`src/rtl/fetch_unit.sv`:
```
// Instruction fetch stage: issues one read per PC value, captures the word into IR and
// offers it with pre-decoded fields to the controller through a valid/take handshake.
module fetch_unit #(
    parameter int unsigned TIMEOUT = 15
) (
    input  logic        clk,
    input  logic        reset,
    input  logic [7:0]  pc_in,
    input  logic        flush,
    output logic [7:0]  mem_addr,
    output logic        mem_rd,
    input  logic [15:0] mem_rdata,
    input  logic        mem_ready,
    output logic        loadpc,
    output logic [15:0] ir_out,
    output logic        ir_valid,
    input  logic        ir_take,
    output logic [2:0]  opcode,
    output logic [1:0]  op,
    output logic [2:0]  rn,
    output logic [2:0]  rd,
    output logic [1:0]  sh,
    output logic [2:0]  rm,
    output logic [15:0] sximm8,
    output logic [15:0] sximm5,
    output logic        halted,
    output logic        fetch_err
);

    localparam logic [7:0] TimeoutCnt = 8'(TIMEOUT);
    localparam logic [2:0] OpHalt     = 3'b111;

    typedef enum logic [1:0] {
        StReq,
        StWait,
        StHold,
        StHalt
    } state_t;

    state_t     state;
    logic [7:0] wait_cnt;

    always_ff @(posedge clk) begin
        if (reset) begin
            state     <= StReq;
            mem_addr  <= 8'h00;
            mem_rd    <= 1'b0;
            loadpc    <= 1'b0;
            ir_out    <= 16'h0000;
            ir_valid  <= 1'b0;
            halted    <= 1'b0;
            fetch_err <= 1'b0;
            wait_cnt  <= 8'h00;
        end else begin
            loadpc <= 1'b0;
            // A flush outranks any completion, so a coincident mem_ready is dropped here.
            if (flush && state != StHalt) begin
                mem_rd   <= 1'b0;
                ir_valid <= 1'b0;
                wait_cnt <= 8'h00;
                state    <= StReq;
            end else begin
                unique case (state)
                    StReq: begin
                        mem_addr <= pc_in;
                        mem_rd   <= 1'b1;
                        wait_cnt <= 8'h00;
                        state    <= StWait;
                    end
                    StWait: begin
                        if (mem_ready) begin
                            ir_out   <= mem_rdata;
                            ir_valid <= 1'b1;
                            loadpc   <= 1'b1;
                            mem_rd   <= 1'b0;
                            wait_cnt <= 8'h00;
                            state    <= StHold;
                        end else if (wait_cnt == TimeoutCnt) begin
                            mem_rd    <= 1'b0;
                            fetch_err <= 1'b1;
                            halted    <= 1'b1;
                            wait_cnt  <= 8'h00;
                            state     <= StHalt;
                        end else begin
                            wait_cnt <= wait_cnt + 8'd1;
                        end
                    end
                    StHold: begin
                        if (ir_take) begin
                            ir_valid <= 1'b0;
                            if (ir_out[15:13] == OpHalt) begin
                                halted <= 1'b1;
                                state  <= StHalt;
                            end else begin
                                state <= StReq;
                            end
                        end
                    end
                    StHalt: begin
                        // Only reset leaves this state.
                    end
                endcase
            end
        end
    end

    assign opcode = ir_out[15:13];
    assign op     = ir_out[12:11];
    assign rn     = ir_out[10:8];
    assign rd     = ir_out[7:5];
    assign sh     = ir_out[4:3];
    assign rm     = ir_out[2:0];
    assign sximm8 = {{8{ir_out[7]}}, ir_out[7:0]};
    assign sximm5 = {{11{ir_out[4]}}, ir_out[4:0]};

endmodule

```
`config.mk`:
```
export PLATFORM = sky130hd
export DESIGN_NAME = fetch_unit
export DESIGN_NICKNAME = d
export VERILOG_FILES = /design/src/rtl/fetch_unit.sv
export SDC_FILE = /design/constraint.sdc
export NUM_CORES = 1
export LEC_CHECK = 0
export CORE_MARGIN = 2
export CORE_UTILIZATION = 40
export CTS_BUF_LIST = sky130_fd_sc_hd__clkbuf_16
export DETAILED_ROUTE_END_ITERATION = 7
export PLACE_DENSITY = 0.87
export SETUP_SLACK_MARGIN = 0.2
export SYNTH_ARGS = -nofsm -noshare
export SYNTH_HDL_FRONTEND = slang
export SYNTH_SLANG_ARGS = --single-unit
```
`constraint.sdc`:
```
create_clock -name clk -period 2.15 [get_ports clk]
set_input_delay 0.645 -clock clk [delete_from_list [all_inputs] [get_ports clk]]
set_output_delay 0.645 -clock clk [all_outputs]
set_load 0.1 [all_outputs]
```
== Word-level counts from Yosys, hierarchy flattened ==
Index checks and enable logic that the tools add are counted.
Word-level totals
  register bits after elaboration: 39
  output and inout port bits: 77
  logic and storage cells: 58
Operators by class
  equal/unequal tests: 11
  bitwise logic cells: 3
  reductions and logical operators: 14
  muxes and demuxes: 20
  $add $sub $neg: 1
Operators by type and width (count)
  $mux W8: 2
  $pmux W8 S2: 1
  $ne A2 B2 Y1 const B: 6
  $mux W1: 9
  $reduce_and A3 Y1: 3
  $add A8 B1 Y8 const B: 1
  $eq A8 B4 Y1 const B: 1
  $mux W2: 4
  $pmux W1 S2: 3
  $pmux W2 S3: 1
  $reduce_and A6 Y1: 1
  $reduce_and A2 Y1: 2
  $reduce_and A4 Y1: 1
  $reduce_bool A2 Y1: 2
  $eq A3 B3 Y1 const B: 1
  $ne A3 B3 Y1 const B: 1
  $not A1 Y1: 3
  $reduce_bool A3 Y1: 1
  $reduce_or A3 Y1: 1
  $eq A2 B1 Y1 const B: 1
  $eq A2 B2 Y1 const B: 1
  $logic_not A2 Y1: 1
  $reduce_or A2 Y1: 1
  $logic_and A1 B1 Y1: 1

== Depth between registers and ports, before layout ==
  word-level depth: 4
  mapped depth: 8
  depth with buffers taken out: 6

== Worst setup path after synthesis ==
OpenSTA, ideal clock, no wires.
  kind: reg2out
  start: register ir_out[4]
  end: output sh[1]
  data arrival time: 1607 ps
  required time: 1505 ps
  path buffers: 1
  setup slack: -102 ps
  cell stages (with the launch flop): 2
  cells stage by stage: dfxtp_1 -> buf_4
RTL lines
  start, declared: RTL line 15  | output logic [15:0] ir_out,
  start signal, assigned: RTL line 72  | ir_out <= mem_rdata;
  end, declared: RTL line 22  | output logic [1:0] sh,
No word-level cell between the ends.

== Worst setup path after layout ==
  start: register ir_out[7]
  end: output sximm8[13]
RTL lines
  end, declared: RTL line 24  | output logic [15:0] sximm8,
No word-level cell between the ends.

==> run metrics <==
Worst Clk Skew=approximately 0.0031 ns; core area=slightly below 5000 um2; starting density of the core=between 40% and 50%; via count=around 1900; most common cell after layout, fill and taps aside=buf_12; final hold violation count=0; FP Rows=25; CTS tree=yes; first-pass iteration count of the detailed router=4; TNS Setup=0 ns; Yosys Warn Count=0; peak supply drop=between 0.3 and 0.4 mV; kind of critical path=flip-flop to output pin; worst skew pair latency=~0.27 ns; max-cap violations=0; post-synthesis sequential area ratio=around two fifths; Synth cell types=36; total gr overflow=0; die span in x=75.34 um; peak fanout along the critical path=12; Fill cells=roughly 350; Port Buf Inserts=105; antenna cells=0; critical path's largest stage delay=0.71 ns; most frequent cells in the layout=buf_12 (55), nand2_1 (44), a21oi_1 (34), buf_4 (34), clkdlybuf4s50_1 (28); Clock transition at path regs=roughly 0.050 ns; Hold Buf Count CTS=0; Finish-stage setup viols=0; proportion of layout cells with a drive suffix above 1=37.54%; drt wl/cell=around 15 um; initial antenna violation count=0; DR vias/cell=roughly 5; kind of end point of the critical path=output pin; Iter 0 DRT Violations=83; gr usage total=20.01%; Setup Fix Bufs, Post-CTS=0; routed wl met2=3.162 mm; setup ws final=between 0.2 and 0.3 ns; clock buffer depth=2; final worst path period share=between 80% and 90%; Final GP Congestion=0.9164; critical path data required time=approximately 1.5 ns; utilization after layout=around 72%; Root Buffer=clkbuf_16; RSZ-0062 raised after global routing=no; DRC violations left=0; WP data arrival=1.24 ns; Max H-tree Level=2; final cell count without fillers=around 380; Tightest Pin Transition=a little under 0.6 ns; met1 wire length=roughly 2.1 mm; largest net degree at the start of global routing=29; worst hold path class=flip-flop to flip-flop; CP Launch Type=flip-flop; Max Transition Viols Final=0; dpl cells=approximately 380; Final nets=350; post-place setup slack=between 0.08 and 0.09 ns; Cell Chain, Critical Path=buf_12; CTS Buf Count=5; mapped cell area=2036 um2; CP delay by family, top=flip-flops; Top Layer Used=met4; Mapped Cells=~250; WL met3=around 390 um; buffer and inverter count on the worst path=1; post-CTS sizing=0; Synth Register Bits=39; die area=roughly 5700 um2; Post-DRT Antenna Nets=0; min Tclk post-route=between 1.5 and 2 ns; FMAX=around 530 MHz; syn_nets=around 290; Area Growth Syn to Fin=71.54%; Crit-path slowest cell=dfxtp_2; first-pass GRT wire length=8.535 mm; Clock Sinks=39; Power Density=559.8 nW/um2; LEAKAGE=1.387 nW; Synth Area per Inst=between 8 and 9 um2; status=completed; final WL=roughly 5.8 mm; hpwl dp=~4.7 mm; chip height=between 70 and 80 um; number of I/O pins=around 110; vias in the first global route=1778; max_slew headroom=60.62%
cells in the mapped netlist:
| cell | count | area [um2] |
|---|---|---|
| buf_4 | 48 | 360.4 |
| nand2_1 | 44 | 165.2 |
| dfxtp_1 | 39 | 780.8 |
| a21oi_1 | 34 | 170.2 |
| nand3_1 | 16 | 80.08 |
| nor2_1 | 10 | 37.54 |
| clkbuf_1 | 6 | 22.52 |
| inv_1 | 6 | 22.52 |
| ha_1 | 5 | 62.56 |
| or4_1 | 4 | 30.03 |
| and3_1 | 3 | 18.77 |
| buf_2 | 3 | 15.01 |
| nand4_1 | 3 | 18.77 |
| o21ai_1 | 3 | 15.01 |
| a22oi_1 | 2 | 15.01 |
| a41o_1 | 2 | 20.02 |
| buf_6 | 2 | 22.52 |
| nand2b_2 | 2 | 17.52 |
| o21ai_0 | 2 | 10.01 |
| a211oi_1 | 1 | 7.510 |
| a211oi_2 | 1 | 12.51 |
| a21boi_0 | 1 | 7.510 |
| a31oi_1 | 1 | 6.260 |
| and2b_2 | 1 | 8.760 |
| and2b_4 | 1 | 10.01 |
| and4_2 | 1 | 10.01 |
| nand2b_1 | 1 | 6.260 |
| nand3_2 | 1 | 10.01 |
| nand3b_1 | 1 | 7.510 |
| nor3b_1 | 1 | 7.510 |
| nor4_1 | 1 | 6.260 |
| o21ai_4 | 1 | 16.27 |
| o221ai_1 | 1 | 8.760 |
| o22ai_1 | 1 | 6.260 |
| o32ai_1 | 1 | 8.760 |
| or4_4 | 1 | 11.26 |
final cells by class:
class | instances | area [um2] | area share (%)
clock buffer | 5 | 125.1 | 3.583
sequential | 39 | 800.8 | 22.93
inverter | 6 | 22.52 | 0.6449
multi-input combinational | 147 | 812.0 | 23.25
tap | 67 | 83.83 | 2.401
timing repair buffer | 117 | 1637 | 46.86
clock inverter | 3 | 11.26 | 0.3225
path summary, 6_finish.rpt:
kind | from | endpoint | slack [ns] | cells after the start
worst max-delay path | ir_out[7]$_SDFFE_PP0P_ | sximm8[13] | 0.27 | 1
worst min-delay path | mem_addr[2]$_SDFFE_PP0P_ | mem_addr[2]$_SDFFE_PP0P_ | 0.46 | 2
worst max register to register | state[1]$_SDFFE_PP0P_ | wait_cnt[4]$_SDFFE_PP0P_ | 0.50 | 6
worst min register to register | mem_addr[2]$_SDFFE_PP0P_ | mem_addr[2]$_SDFFE_PP0P_ | 0.46 | 2
state kept, by name, indices dropped and copies added (netlist names), 2 cells and up:
register  cells
ir_out       16
wait_cnt      8
state         2
mem_addr      8
cell families (layout without fill, tap and decap cells):
logic type / count (synthesis) / in the layout / synth area share, %
AND/OR/NAND/NOR: 91 / 91 / 21.88
adder cells (fa/ha/maj): 5 / 5 / 3.073
buffers and inverters: 65 / 131 / 21.76
flip-flops: 39 / 39 / 38.35
AO/OA/AOI/OAI: 51 / 51 / 14.94
report_power, final:
| group | switching [mW] | internal [mW] | leakage, nW |
|---|---|---|---|
| logic | 0.340 | 0.177 | 0.993 |
| registers | 0.0243 | 0.744 | 0.324 |
| clock network | 0.254 | 0.416 | 0.0701 |
metrics by stage:
step           total power [mW]  area (um2)  hold WS (ns)
6_report                  1.955        3492        0.4613
5_1_grt                   2.021        3492        0.4771
4_1_cts                   1.975        3492        0.4613
3_5_place_dp              1.300        3356        0.4534
3_3_place_gp              1.292        3356        0.4498
2_1_floorplan             1.122        2056        0.4827
metal layers:
layer	GRT usage, %	vias up
met5	0	-
met4	7.992	0
met3	3.836	8
met2	37.97	87
met1	21.63	888
li1	-	937
Power figures use the tool's default switching activity.
